File: config.mk
export PLATFORM = sky130hd
export DESIGN_NAME = instr_prefetch_buffer
export DESIGN_NICKNAME = d
export VERILOG_FILES = /design/src/rtl/instr_prefetch_buffer.sv
export SDC_FILE = /design/constraint.sdc
export NUM_CORES = 1
export LEC_CHECK = 0
export CELL_PAD_IN_SITES_DETAIL_PLACEMENT = 1
export CELL_PAD_IN_SITES_GLOBAL_PLACEMENT = 1
export CORE_ASPECT_RATIO = 1.2
export CORE_UTILIZATION = 40
export CTS_CLUSTER_DIAMETER = 50
export CTS_CLUSTER_SIZE = 14
export DETAILED_ROUTE_END_ITERATION = 10
export PLACE_DENSITY_LB_ADDON = 0.1
export SYNTH_ARGS = -nofsm -noshare
export SYNTH_HDL_FRONTEND = slang
export SYNTH_SLANG_ARGS = --single-unit
File: constraint.sdc
create_clock -name clk -period 10.66 [get_ports clk]
set_input_delay 1.066 -clock clk [delete_from_list [all_inputs] [get_ports clk]]
set_output_delay 1.066 -clock clk [all_outputs]
set_load 0.05 [all_outputs]
File: src/rtl/instr_prefetch_buffer.sv
// Sequential instruction prefetcher: one outstanding fetch, DEPTH-entry word/PC FIFO, redirect flush.
// Optional same-cycle response bypass into an empty FIFO is enabled by defining PREFETCH_BYPASS_EN.
module instr_prefetch_buffer #(
    parameter int          DEPTH    = 4,
    parameter logic [63:0] RESET_PC = 64'd0,
    parameter logic [63:0] PC_STEP  = 64'd4
) (
    input  logic                       clk,
    input  logic                       reset,
    output logic                       imem_req,
    output logic [63:0]                imem_addr,
    input  logic                       imem_valid,
    input  logic [31:0]                imem_rdata,
    input  logic                       redirect,
    input  logic [63:0]                redirect_pc,
    output logic                       deq_valid,
    input  logic                       deq_ready,
    output logic [31:0]                deq_instr,
    output logic [63:0]                deq_pc,
    output logic [$clog2(DEPTH):0]     occupancy
);

    localparam int AW = $clog2(DEPTH);
    localparam int CW = AW + 1;
    localparam logic [CW-1:0] FULL = CW'(DEPTH);

    typedef enum logic [1:0] {
        S_IDLE,
        S_WAIT,
        S_DISCARD
    } state_t;

    state_t        state_q, state_d;
    logic [63:0]   fetch_pc_q, fetch_pc_d;
    logic [63:0]   req_pc_q, req_pc_d;
    logic [AW-1:0] head_q, head_d;
    logic [AW-1:0] tail_q, tail_d;
    logic [CW-1:0] count_q, count_d;
    logic [31:0]   instr_q [DEPTH];
    logic [63:0]   pc_q [DEPTH];

    logic enq;
    logic fifo_deq;
    logic bypass;
    logic not_empty;

    assign not_empty = (count_q != '0);
    assign fifo_deq  = not_empty && deq_ready && !redirect;

`ifdef PREFETCH_BYPASS_EN
    assign bypass = (state_q == S_WAIT) && imem_valid && !redirect
                    && deq_ready && !not_empty && !reset;
`else
    assign bypass = 1'b0;
`endif

    always_comb begin
        state_d    = state_q;
        fetch_pc_d = fetch_pc_q;
        req_pc_d   = req_pc_q;
        imem_req   = 1'b0;
        enq        = 1'b0;
        unique case (state_q)
            S_IDLE: begin
                if (redirect) begin
                    fetch_pc_d = redirect_pc;
                end else if (!reset && count_q < FULL) begin
                    imem_req = 1'b1;
                    req_pc_d = fetch_pc_q;
                    state_d  = S_WAIT;
                end
            end
            S_WAIT: begin
                // A response arriving with the redirect closes the request.
                if (redirect) begin
                    fetch_pc_d = redirect_pc;
                    state_d    = imem_valid ? S_IDLE : S_DISCARD;
                end else if (imem_valid) begin
                    fetch_pc_d = req_pc_q + PC_STEP;
                    state_d    = S_IDLE;
                    enq        = !bypass && !reset;
                end
            end
            S_DISCARD: begin
                if (redirect) begin
                    fetch_pc_d = redirect_pc;
                end
                if (imem_valid) begin
                    state_d = S_IDLE;
                end
            end
            default: state_d = S_IDLE;
        endcase
    end

    always_comb begin
        head_d  = head_q;
        tail_d  = tail_q;
        count_d = count_q;
        if (redirect) begin
            head_d  = '0;
            tail_d  = '0;
            count_d = '0;
        end else begin
            if (fifo_deq) head_d = head_q + AW'(1);
            if (enq)      tail_d = tail_q + AW'(1);
            count_d = count_q + CW'(enq) - CW'(fifo_deq);
        end
    end

    always_ff @(posedge clk) begin
        if (reset) begin
            state_q    <= S_IDLE;
            fetch_pc_q <= RESET_PC;
            req_pc_q   <= '0;
            head_q     <= '0;
            tail_q     <= '0;
            count_q    <= '0;
        end else begin
            state_q    <= state_d;
            fetch_pc_q <= fetch_pc_d;
            req_pc_q   <= req_pc_d;
            head_q     <= head_d;
            tail_q     <= tail_d;
            count_q    <= count_d;
        end
    end

    always_ff @(posedge clk) begin
        if (enq) begin
            instr_q[tail_q] <= imem_rdata;
            pc_q[tail_q]    <= req_pc_q;
        end
    end

    assign imem_addr = imem_req ? fetch_pc_q : '0;
    assign occupancy = count_q;
    assign deq_valid = not_empty || bypass;

    always_comb begin
        deq_instr = '0;
        deq_pc    = '0;
        if (bypass) begin
            deq_instr = imem_rdata;
            deq_pc    = req_pc_q;
        end else if (not_empty) begin
            deq_instr = instr_q[head_q];
            deq_pc    = pc_q[head_q];
        end
    end

endmodule

# ---- Word level (Yosys, flattened, before mapping)
# Memory sizes are Yosys's and may differ from the RTL's. A register that Yosys moved wholly into a read port is not among the register bits.
# Cells that the tools add are included.
dict set report totals {
  reg_bits 137
  mem_bits_rw 384
  input_bits 101
  out_inout_bits 165
  word_cells 59
  mem_count 2
}
dict set report op_classes {
  add_sub_neg 5
  magnitude_cmp 1
  eq_ne 6
  mux 25
  n_bitwise 1
  reduce_logical 13
}
# name depth width rd rd_ports_with_merged_regs wr line
set mem_list {}
lappend mem_list {pc_q 4 64 1 1 1 40} ;# logic [63:0] pc_q [DEPTH];
lappend mem_list {instr_q 4 32 1 1 1 39} ;# logic [31:0] instr_q [DEPTH];
# op n
set ops {}
lappend ops {{64-bit 2-to-1 mux} 5}
lappend ops {{64-bit case mux with 2 select lines} 1}
lappend ops {{64-bit by 3-bit adder with 64-bit output (second input constant)} 1}
lappend ops {{32-bit 2-to-1 mux} 1}
lappend ops {{2-bit 2-to-1 mux} 9}
lappend ops {{1-bit 2-to-1 mux} 8}
lappend ops {{2-bit case mux with 3 select lines} 1}
lappend ops {{3-bit AND reduction} 2}
lappend ops {{2-bit by 1-bit adder with 2-bit output (second input constant)} 2}
lappend ops {{2-bit != test (second input constant)} 2}
lappend ops {{2-bit OR reduction} 2}
lappend ops {{3-bit by 1-bit adder with 3-bit output} 1}
lappend ops {{1-bit logical AND} 3}
lappend ops {{3-bit < comparator (second input constant)} 1}
lappend ops {{3-bit != test (second input constant)} 1}
lappend ops {{3-bit nonzero test} 1}
lappend ops {{3-bit by 1-bit subtractor with 3-bit output} 1}
lappend ops {{2-bit by 1-bit == test with 1-bit output (second input constant)} 1}
lappend ops {{2-bit == test (second input constant)} 1}
lappend ops {{1-bit zero test} 2}
lappend ops {{2-bit zero test} 1}
lappend ops {{2-bit by 1-bit != test with 1-bit output (second input constant)} 1}
lappend ops {{2-bit AND reduction} 1}
lappend ops {{2-bit nonzero test} 1}
lappend ops {{1-bit NOT} 1}

# ---- Longest topological paths before layout
# Gate-level depths: netlist (run 1).
dict set report logic_depth {
  depth_word 6
  depth_mapped 14
}

# ---- Worst setup path after synthesis (run 1)
# Ideal clock, no wire load.
dict set report synth_timing {
  path_type {input -> register}
  from {in redirect}
  to {mem instr_q[0][0] (enable)}
  t_arrival_ps 4136
  required_ps 10194
  setup_slack_ps 6058
  cell_stages 5
  n_path_buf 2
  path_cell_list {clkbuf_1 or2_2 clkbuf_1 nor2_1 and2_1}
}
dict set report synth_between {
  elab_chain_len 4
}
# element line
set synth_lines {}
lappend synth_lines {{from (decl)} 14} ;# input logic redirect,
lappend synth_lines {{1-bit 2-to-1 mux} 75} ;# if (redirect) begin
lappend synth_lines {{1-bit 2-to-1 mux} 63} ;# unique case (state_q)
lappend synth_lines {{1-bit 2-to-1 mux} 130} ;# if (enq) begin
lappend synth_lines {{1-bit 2-to-1 mux (not written as such)} 131} ;# instr_q[tail_q] <= imem_rdata;
lappend synth_lines {{to (decl)} 39}
# Every way passes these cells.

# ---- Worst setup path after layout (run 1)
dict set report layout_timing {
  from {in redirect}
  to {out imem_addr[4]}
}
dict set report layout_between {
  elab_chain_len 3
}
# element line
set layout_lines {}
lappend layout_lines {{1-bit 2-to-1 mux} 65} ;# if (redirect) begin
lappend layout_lines {{1-bit 2-to-1 mux} 63}
lappend layout_lines {{64-bit 2-to-1 mux} 136} ;# assign imem_addr = imem_req ? fetch_pc_q : '0;
lappend layout_lines {{to (decl)} 11} ;# output logic [63:0] imem_addr,
# Every way passes these cells.

==> results of run 1 <==
## power groups by stage
stage | clock, mW | sequential [mW] | combinational (mW)
detailed placement | 0 | 2.27 | 0.220
finish | 1.73 | 2.23 | 0.218
global route | 1.84 | 2.23 | 0.236
global placement | 0 | 2.27 | 0.217
floorplan | 0 | 2.26 | 0.125
CTS | 1.77 | 2.23 | 0.222
## metrics by stage
stage	utilization	instances	worst slack (ns)
final	0.4979	2521	4.718
after global routing	0.4979	2521	4.565
after CTS	0.4979	2521	4.691
after detailed placement	0.4685	2431	4.704
after global placement	0.4685	2431	4.758
after floorplan	-	1539	6.058
## worst max-delay path, stage by stage
cell	delay, ns
sky130_fd_sc_hd__clkdlybuf4s50_1	0.40
sky130_fd_sc_hd__buf_4	0.25
sky130_fd_sc_hd__or2_2	0.41
sky130_fd_sc_hd__or4_2	0.59
sky130_fd_sc_hd__inv_2	0.59
sky130_fd_sc_hd__buf_4	0.46
sky130_fd_sc_hd__nand2_1	0.14
sky130_fd_sc_hd__inv_1	0.07
sky130_fd_sc_hd__clkdlybuf4s50_1	0.81
## state kept, by name (all words and copies together), names as in the netlist, named ones only
register and cells:
pc_q 256, fetch_pc_q 64, state_q 2, head_q 2
req_pc_q 64, occupancy 3, instr_q 128, tail_q 2
## final timing paths
path | end | slack (ns) | startpoint
max | imem_addr[4] | 4.72 | redirect
min | fetch_pc_q[26]$_SDFFE_PP0P_ | 0.46 | fetch_pc_q[26]$_SDFFE_PP0P_
max reg2reg | fetch_pc_q[56]$_SDFFE_PP0P_ | 7.50 | req_pc_q[10]$_SDFFE_PP0P_
min reg2reg | fetch_pc_q[26]$_SDFFE_PP0P_ | 0.46 | fetch_pc_q[26]$_SDFFE_PP0P_
## logic make-up after synthesis
kind of cell / after synthesis / share of synthesized area
multiplexers: 98 / 0.1014
flip-flops: 523 / 0.6654
AO/OA/AOI/OAI: 196 / 0.05671
adder cells (fa/ha/maj): 8 / 0.005002
XOR/XNOR: 61 / 0.02484
buffers and inverters: 176 / 0.03531
AND/OR/NAND/NOR: 477 / 0.1113
## cell type report
| class | instances | share of cell area |
|---|---|---|
| Tap cell | 705 | 0.03353 |
| Inverter | 82 | 0.01170 |
| Timing Repair Buffer | 281 | 0.1053 |
| Clock inverter | 17 | 0.006136 |
| Clock buffer | 73 | 0.05284 |
| Sequential cell | 523 | 0.5444 |
| Multi-Input combinational cell | 840 | 0.2461 |
## layer usage
layer	GRT usage	up-vias	wire length, um
met2	0.3857	276	30310
li1	-	6145	-
met4	0.06071	2	1342
met3	0.03988	83	2751
met1	0.2905	7046	25720
met5	0	-	13
## placed cells by master, fill, tap and decap left out, types with 46 or more instances in the layout
master	netlist	layout
sky130_fd_sc_hd__xnor2_1	46	46
sky130_fd_sc_hd__dfxtp_1	139	137
sky130_fd_sc_hd__and2_1	101	97
sky130_fd_sc_hd__a21oi_1	97	97
sky130_fd_sc_hd__inv_1	82	81
sky130_fd_sc_hd__mux4_2	96	96
sky130_fd_sc_hd__clkdlybuf4s50_1	0	264
sky130_fd_sc_hd__edfxtp_1	384	384
sky130_fd_sc_hd__nor2_1	84	84
sky130_fd_sc_hd__clkbuf_16	0	52
sky130_fd_sc_hd__nand2_1	177	177
==> flow_metrics.tcl, run 1 <==
set metrics [dict create \
    outcome "complete, no violations" \
    post-layout-total-power_mw 4.174 \
    cts_made_buffers 48 \
    ys_warn_count 0 \
    postSynthRegisterBits 523 \
    multi_input_area_um2 6472 \
    initial_core_util 0.4071 \
    crit_fanout 35 \
    cts_resized 0 \
    routabilityCongestion 0.7602 \
    finalCriticalPeriod_ns 5.942 \
    number_of_vias_after_detailed_routing 13550 \
    finalMaxSlewViolations 0 \
    tritoncts_num_sinks 523 \
    max_slew_margin 0.3029 \
    synthCells 1539 \
    final.setup.tns_ns 0 \
    io_buffer_count 265 \
    synth-seq-area-share 0.6654 \
    post_syn_nets 1648 \
    clock_power_share 0.413 \
    leading_register_cell_type_out_of_synthesis "sky130_fd_sc_hd__edfxtp_1" \
    postPlaceCellArea_um2 24750 \
    ff_latch_area_um2 14320 \
    unrepaired_setup_endpoints_after_global_routing "false" \
    yosys-top-cells-count "384 x sky130_fd_sc_hd__edfxtp_1, 177 x sky130_fd_sc_hd__nand2_1, 139 x sky130_fd_sc_hd__dfxtp_1" \
    clk_path_buf_depth 3 \
    actual_transition_at_the_worst_max_transition_pin_ns 1.046 \
    p_leak_nw 8.295 \
    via_per_inst 5.376 \
    yosysUniqueCellTypes 61 \
    syn2layout_area_growth_pct 22.29 \
    drt-wirelength-per-cell_um 23.85 \
    yosys.cell_count.top_type "sky130_fd_sc_hd__edfxtp_1" \
    first_pass_iters 4 \
    final-hold-violation-count 0 \
    critPathKind "in2out" \
    number_of_standard_cell_rows_in_the_floorplan 92 \
    area_share_of_the_leading_cell_type_in_the_synthesized_netlist 0.5361 \
    clk_root_buffer_cell "sky130_fd_sc_hd__clkbuf_16" \
    layout_filler_cell_count 5259 \
    cellInternalPower_mw 3.245 \
    die_w_um 213.7 \
    synth-edff-count 384 \
    end_kind "output port" \
    worst-r2r-cell-count 6 \
    synth_top_cells_by_area "sky130_fd_sc_hd__edfxtp_1 54%, sky130_fd_sc_hd__dfxtp_1 13%, sky130_fd_sc_hd__mux4_2 10%" \
    layout.nets 1885 \
    cts_tree "done" \
    power.density_cell_area_nw_per_um2 158.7 \
    die_height_um 256.0 \
    pin_count 266 \
    power.combinational.fraction 0.052 \
    maxCapViolCount 0 \
    synth_area_per_cell_um2 13.98 \
    power.net_switching_uw 928.3 \
    die_area_um2 54710 \
    grt_pass1_vias 14730 \
    grt_use_total 0.2248 \
    grt_pass1_wl_um 91560 \
    postSynth.asyncResetShare 0 \
    fin_skew_ns 0.02642 \
    total_gr_overflow 0 \
    drc_errors 0 \
    combined_area_of_all_synthesized_cells_um2 21510 \
    ctsHtreeMaxLevel 2 \
    post_cts_buffers 0 \
    layout.cell_area.non_filler_um2 26310 \
    final_setup_viols 0 \
    timing.critical_path.required_ns 9.59 \
    drt_wl_total_um 60130 \
    timing.hold.worst.class "reg2reg" \
    antenna_cells 0 \
    synth_largest_area_cell "sky130_fd_sc_hd__edfxtp_1" \
    seq_power_share 0.534 \
    hpwl_detailed_um 37770 \
    timing.final.crit_share 0.5574 \
    power_switching_share 0.2224 \
    crit_arrival_ns 4.88 \
    antenna_found_initial 1 \
    cts_hold_buffers 0 \
    startpoint_type_of_the_worst_setup_path "primary input" \
    fmax_mhz 168.3 \
    clock_latency_of_the_later_clocked_register_in_the_worst_skew_pair_ns 0.60 \
    peakVddDrop_mv 0.1150 \
    core-area_um2 52840 \
    drt_iter0_markers 616 \
    largest_net_degree_at_the_start_of_global_routing 73 \
    min_path_cells 2 \
    final_layout_size_suffix_gt1_frac 0.1167 \
    path_clk_slew_ns 0.06 \
    antenna_violating_nets_left 0 \
    timing.hold.ws_ns 0.4555 \
]
(Power assumes the default switching activity.)
==> inputs of run 2 (changes only) <==
clock period = 5.6 ns   (was 10.66 ns; I/O delays follow)
==> flow_metrics.tcl, run 2 (synthesized netlist as in run 1, its figures left out) <==
set metrics [dict create \
    outcome "complete, no violations" \
    unrepaired_setup_endpoints_after_global_routing "false" \
    die_height_um 256.0 \
    layout.cell_area.non_filler_um2 27150 \
    clk_root_buffer_cell "sky130_fd_sc_hd__clkbuf_16" \
    drt_wl_total_um 60410 \
    drc_errors 0 \
    ctsHtreeMaxLevel 2 \
    clk_path_buf_depth 3 \
    worst_setup_margin_ns 1.473 \
    place_worst_setup_slack_ns 1.444 \
    cts_made_buffers 51 \
    tritoncts_num_sinks 523 \
    largest_reg_flops 256 \
    pin_count 266 \
    top_regs "pc_q: 256 flops, instr_q: 128 flops" \
    p_leak_nw 8.666 \
    syn2layout_area_growth_pct 26.24 \
    actual_transition_at_the_worst_max_transition_pin_ns 1.205 \
    antenna_found_initial 7 \
    critPathKind "in2out" \
    post_cts_buffers 0 \
    timing.critical_path.required_ns 5.04 \
    io_buffer_count 265 \
    crit_fanout 27 \
    max_slew_margin 0.1948 \
    final_setup_viols 0 \
    finalMaxSlewViolations 0 \
    post-layout-total-power_mw 8.112 \
    postPlaceCellArea_um2 25490 \
    most-common-layout-cells "384 x sky130_fd_sc_hd__edfxtp_1, 199 x sky130_fd_sc_hd__clkdlybuf4s50_1, 177 x sky130_fd_sc_hd__nand2_1, 137 x sky130_fd_sc_hd__dfxtp_1" \
    finalCriticalPeriod_ns 4.127 \
    final-hold-violation-count 0 \
    drt_iter0_markers 703 \
    clock_latency_of_the_later_clocked_register_in_the_worst_skew_pair_ns 0.61 \
    first_pass_iters 5 \
    timing.critical_path.max_delay_family "buffers and inverters" \
    grt_pass1_vias 14630 \
    fmax_mhz 242.3 \
    cts_tree "done" \
    timing.hold.worst.class "reg2reg" \
    worst_path_max_delay_cell "sky130_fd_sc_hd__or4_2" \
    grt_use_total 0.2256 \
    total_gr_overflow 0 \
    antenna_violating_nets_left 0 \
    fin_skew_ns 0.02452 \
    startpoint_type_of_the_worst_setup_path "primary input" \
    drt-wirelength-per-cell_um 23.86 \
    end_kind "output port" \
    core-area_um2 52840 \
    maxCapViolCount 0 \
    mostFrequentLayoutCell "sky130_fd_sc_hd__edfxtp_1" \
    crit_arrival_ns 3.57 \
    die_area_um2 54710 \
    routabilityCongestion 0.7563 \
    cts_hold_buffers 0 \
    crit_chain "clkdlybuf4s50_1, buf_4, or2_2, or4_2, inv_2, buf_4, nand2_1, inv_1, buf_12" \
    timing.final.crit_share 0.7370 \
    final_layout_size_suffix_gt1_frac 0.1574 \
    die_w_um 213.7 \
    power.density_cell_area_nw_per_um2 298.7 \
    path_common_cell "sky130_fd_sc_hd__buf_4" \
    layout_filler_cell_count 5180 \
    number_of_vias_after_detailed_routing 13610 \
    number_of_standard_cell_rows_in_the_floorplan 92 \
    via_per_inst 5.376 \
    final.setup.tns_ns 0 \
    grt_pass1_wl_um 91620 \
    cts_resized 0 \
    cp_slowest_stage_delay_ns 0.59 \
    hpwl_detailed_um 37840 \
    largest_register "pc_q" \
    critical_path.n_buffers_inverters 6 \
    initial_core_util 0.4071 \
    layout.nets 1889 \
    largest_net_degree_at_the_start_of_global_routing 77 \
    peakVddDrop_mv 0.2392 \
    path_clk_slew_ns 0.06 \
]
[run 2: cell count changes in the layout (fill, tap and decap cells not counted), moves of 2 or more]
| cell | before | now |
|---|---|---|
| sky130_fd_sc_hd__clkbuf_8 | 1 | 6 |
| sky130_fd_sc_hd__diode_2 | 0 | 4 |
| sky130_fd_sc_hd__clkinv_4 | 1 | 3 |
| sky130_fd_sc_hd__clkbuf_1 | 20 | 16 |
| sky130_fd_sc_hd__inv_6 | 2 | 7 |
| sky130_fd_sc_hd__buf_12 | 0 | 71 |
| sky130_fd_sc_hd__buf_4 | 17 | 12 |
| sky130_fd_sc_hd__clkdlybuf4s50_1 | 264 | 199 |
| sky130_fd_sc_hd__clkinvlp_4 | 1 | 4 |
| sky130_fd_sc_hd__clkinv_2 | 9 | 3 |
[run 2: cell type report]
class	instances	area, um2	area share
clock buffer	75	1469	0.05409
antenna	4	10.01	0.0003686
multi-input combinational	840	6472	0.2384
sequential	523	14320	0.5274
timing repair buffer	282	3503	0.1290
inverter	82	307.8	0.01133
tap	705	882.1	0.03248
clock inverter	21	188.9	0.006958
[run 2: path summary, 6_finish.rpt]
path | from | to | slack (ns) | cells after the start
setup / recovery | redirect | imem_addr[32] | 1.47 | 9
hold / removal | fetch_pc_q[29]$_SDFFE_PP0P_ | fetch_pc_q[29]$_SDFFE_PP0P_ | 0.46 | 2
setup reg to reg | req_pc_q[2]$_SDFFE_PP0P_ | fetch_pc_q[35]$_SDFFE_PP0P_ | 2.51 | 6
hold reg to reg | fetch_pc_q[29]$_SDFFE_PP0P_ | fetch_pc_q[29]$_SDFFE_PP0P_ | 0.46 | 2
[run 2: per-stage QoR]
| stage | instances | utilization | hold WS (ns) |
|---|---|---|---|
| CTS | 2528 | 0.5138 | 0.4598 |
| global route | 2529 | 0.5138 | 0.4875 |
| detailed placement | 2432 | 0.4824 | 0.4503 |
| finish | 2532 | 0.5139 | 0.4579 |
| floorplan | 1539 | - | 0.4321 |
| global placement | 2432 | 0.4824 | 0.4386 |
[run 2: power breakdown]
group	internal, mW	switching (mW)	leakage (nW)
Sequential	4.19	0.0573	4.21
Clock	1.89	1.53	0.799
Combinational	0.191	0.256	3.65
Total	6.27	1.84	8.67
[run 2: worst min-delay path, stage by stage (launching register included)]
cell and delay (ns):
sky130_fd_sc_hd__dfxtp_1 0.31, sky130_fd_sc_hd__nand2_1 0.05, sky130_fd_sc_hd__a21oi_1 0.05
[run 2: layer usage]
| metal | GRT usage | vias to the layer above | wire [um] |
|---|---|---|---|
| li1 | - | 6157 | - |
| met1 | 0.2857 | 7047 | 25140 |
| met2 | 0.3917 | 322 | 30960 |
| met3 | 0.04613 | 79 | 3172 |
| met4 | 0.05456 | 8 | 1083 |
| met5 | 0 | - | 57 |
==> inputs of run 3 (changes only) <==
clock period = 3.6 ns   (was 5.6 ns; I/O delays follow)
==> flow_metrics.tcl, run 3 (synthesized netlist as in run 1, its figures left out) <==
set metrics [dict create \
    startpoint_type_of_the_worst_setup_path "register" \
    actual_transition_at_the_worst_max_transition_pin_ns 0.8444 \
    layout.cell_area.non_filler_um2 27460 \
    grt_use_total 0.2251 \
    number_of_vias_after_detailed_routing 13730 \
    max_slew_margin 0.4370 \
    critPathKind "reg2out" \
    end_kind "output port" \
    cts_hold_buffers 0 \
    largest_net_degree_at_the_start_of_global_routing 72 \
    ctsHtreeMaxLevel 2 \
    grt_pass1_vias 14520 \
    antenna_found_initial 7 \
    postPlaceCellArea_um2 25830 \
    syn2layout_area_growth_pct 27.66 \
    first_pass_iters 5 \
    cts_resized 0 \
    die_area_um2 54710 \
    io_buffer_count 265 \
    drt_wl_total_um 60870 \
    cts_made_buffers 49 \
    crit_fanout 54 \
    die_height_um 256.0 \
    fmax_mhz 307.2 \
    hpwl_detailed_um 40090 \
    antenna_violating_nets_left 0 \
    clock_latency_of_the_later_clocked_register_in_the_worst_skew_pair_ns 0.60 \
    crit_arrival_ns 2.90 \
    layout_filler_cell_count 5214 \
    final.setup.tns_ns 0 \
    routabilityCongestion 0.7881 \
    drt_iter0_markers 854 \
    finalCriticalPeriod_ns 3.255 \
    most-common-layout-cells "384 x sky130_fd_sc_hd__edfxtp_1, 198 x sky130_fd_sc_hd__clkdlybuf4s50_1, 177 x sky130_fd_sc_hd__nand2_1, 137 x sky130_fd_sc_hd__dfxtp_1" \
    timing.critical_path.max_delay_family "buffers and inverters" \
    grt_pass1_wl_um 91260 \
    crit_chain "buf_12, mux4_2, and2_1, clkdlybuf4s50_1" \
    timing.hold.worst.class "in2reg" \
    largest_reg_flops 256 \
    peakVddDrop_mv 0.3015 \
    largest_register "pc_q" \
    post_cts_buffers 0 \
    power.density_cell_area_nw_per_um2 457.5 \
    tritoncts_num_sinks 523 \
    fin_skew_ns 0.02934 \
    top_regs "pc_q: 256 flops, instr_q: 128 flops" \
    unrepaired_setup_endpoints_after_global_routing "false" \
    timing.critical_path.required_ns 3.24 \
    timing.final.crit_share 0.9042 \
    path_clk_slew_ns 0.06 \
    outcome "complete, no violations" \
    initial_core_util 0.4071 \
    final_setup_viols 0 \
    core-area_um2 52840 \
    mostFrequentLayoutCell "sky130_fd_sc_hd__edfxtp_1" \
    cp_slowest_stage_delay_ns 0.75 \
    drt-wirelength-per-cell_um 23.75 \
    pin_count 266 \
    clk_root_buffer_cell "sky130_fd_sc_hd__clkbuf_16" \
    worst_path_max_delay_cell "sky130_fd_sc_hd__clkdlybuf4s50_1" \
    via_per_inst 5.356 \
    total_gr_overflow 0 \
    final_layout_size_suffix_gt1_frac 0.1699 \
    clk_path_buf_depth 3 \
    final-hold-violation-count 0 \
    finalMaxSlewViolations 0 \
    layout.nets 1922 \
    critical_path.n_buffers_inverters 2 \
    number_of_standard_cell_rows_in_the_floorplan 92 \
    die_w_um 213.7 \
    maxCapViolCount 0 \
    timing.hold.ws_ns 0.1970 \
    drc_errors 0 \
    p_leak_nw 8.848 \
    cts_tree "done" \
]
run 3: per-stage QoR:
step                std cells    util  setup WS [ns]  total power, mW
CTS                      2559  0.5195         0.2792            12.72
floorplan                1539       -         0.7663            7.073
finish                   2563  0.5197         0.3449            12.56
global placement         2467  0.4890         0.5127            7.440
global route             2563  0.5197         0.2058            12.96
detailed placement       2467  0.4890         0.4655            7.455
run 3: tightest hold or removal path: stages:
cell,delay [ns]
sky130_fd_sc_hd__buf_4,0.09
sky130_fd_sc_hd__or2_2,0.22
sky130_fd_sc_hd__nor2_1,0.06
run 3: power by group:
group	total [mW]	internal, mW	switching, mW
sequential	6.60	6.52	0.0805
clock	5.24	2.97	2.27
combinational	0.722	0.310	0.412
run 3: per-layer routing:
metal,vias to the layer above,track usage,part of all wire
li1,6234,-,-
met1,7095,0.2922,0.43
met2,303,0.3805,0.50
met3,92,0.03472,0.040
met4,4,0.07798,0.030
met5,-,0,0.00058
run 3: worst paths after layout:
check                           slack (ns)                           to                         from  cells after the start
worst max-delay path                  0.34                    deq_pc[3]                     register                      4
worst min-delay path                  0.20      occupancy[0]$_SDFF_PP0_                        reset                      3
worst max register to register        0.92  fetch_pc_q[59]$_SDFFE_PP0P_    req_pc_q[22]$_SDFFE_PP0P_                      7
worst min register to register        0.46  fetch_pc_q[25]$_SDFFE_PP0P_  fetch_pc_q[25]$_SDFFE_PP0P_                      2
run 3: final cells by class:
class / count / area (um2) / area share
clock buffer: 75 / 1428 / 0.05199
inverter: 82 / 307.8 / 0.01121
timing repair buffer: 317 / 3851 / 0.1402
sequential: 523 / 14320 / 0.5215
tap: 705 / 882.1 / 0.03212
multi-input combinational: 840 / 6472 / 0.2357
antenna: 4 / 10.01 / 0.0003645
clock inverter: 17 / 187.7 / 0.006835
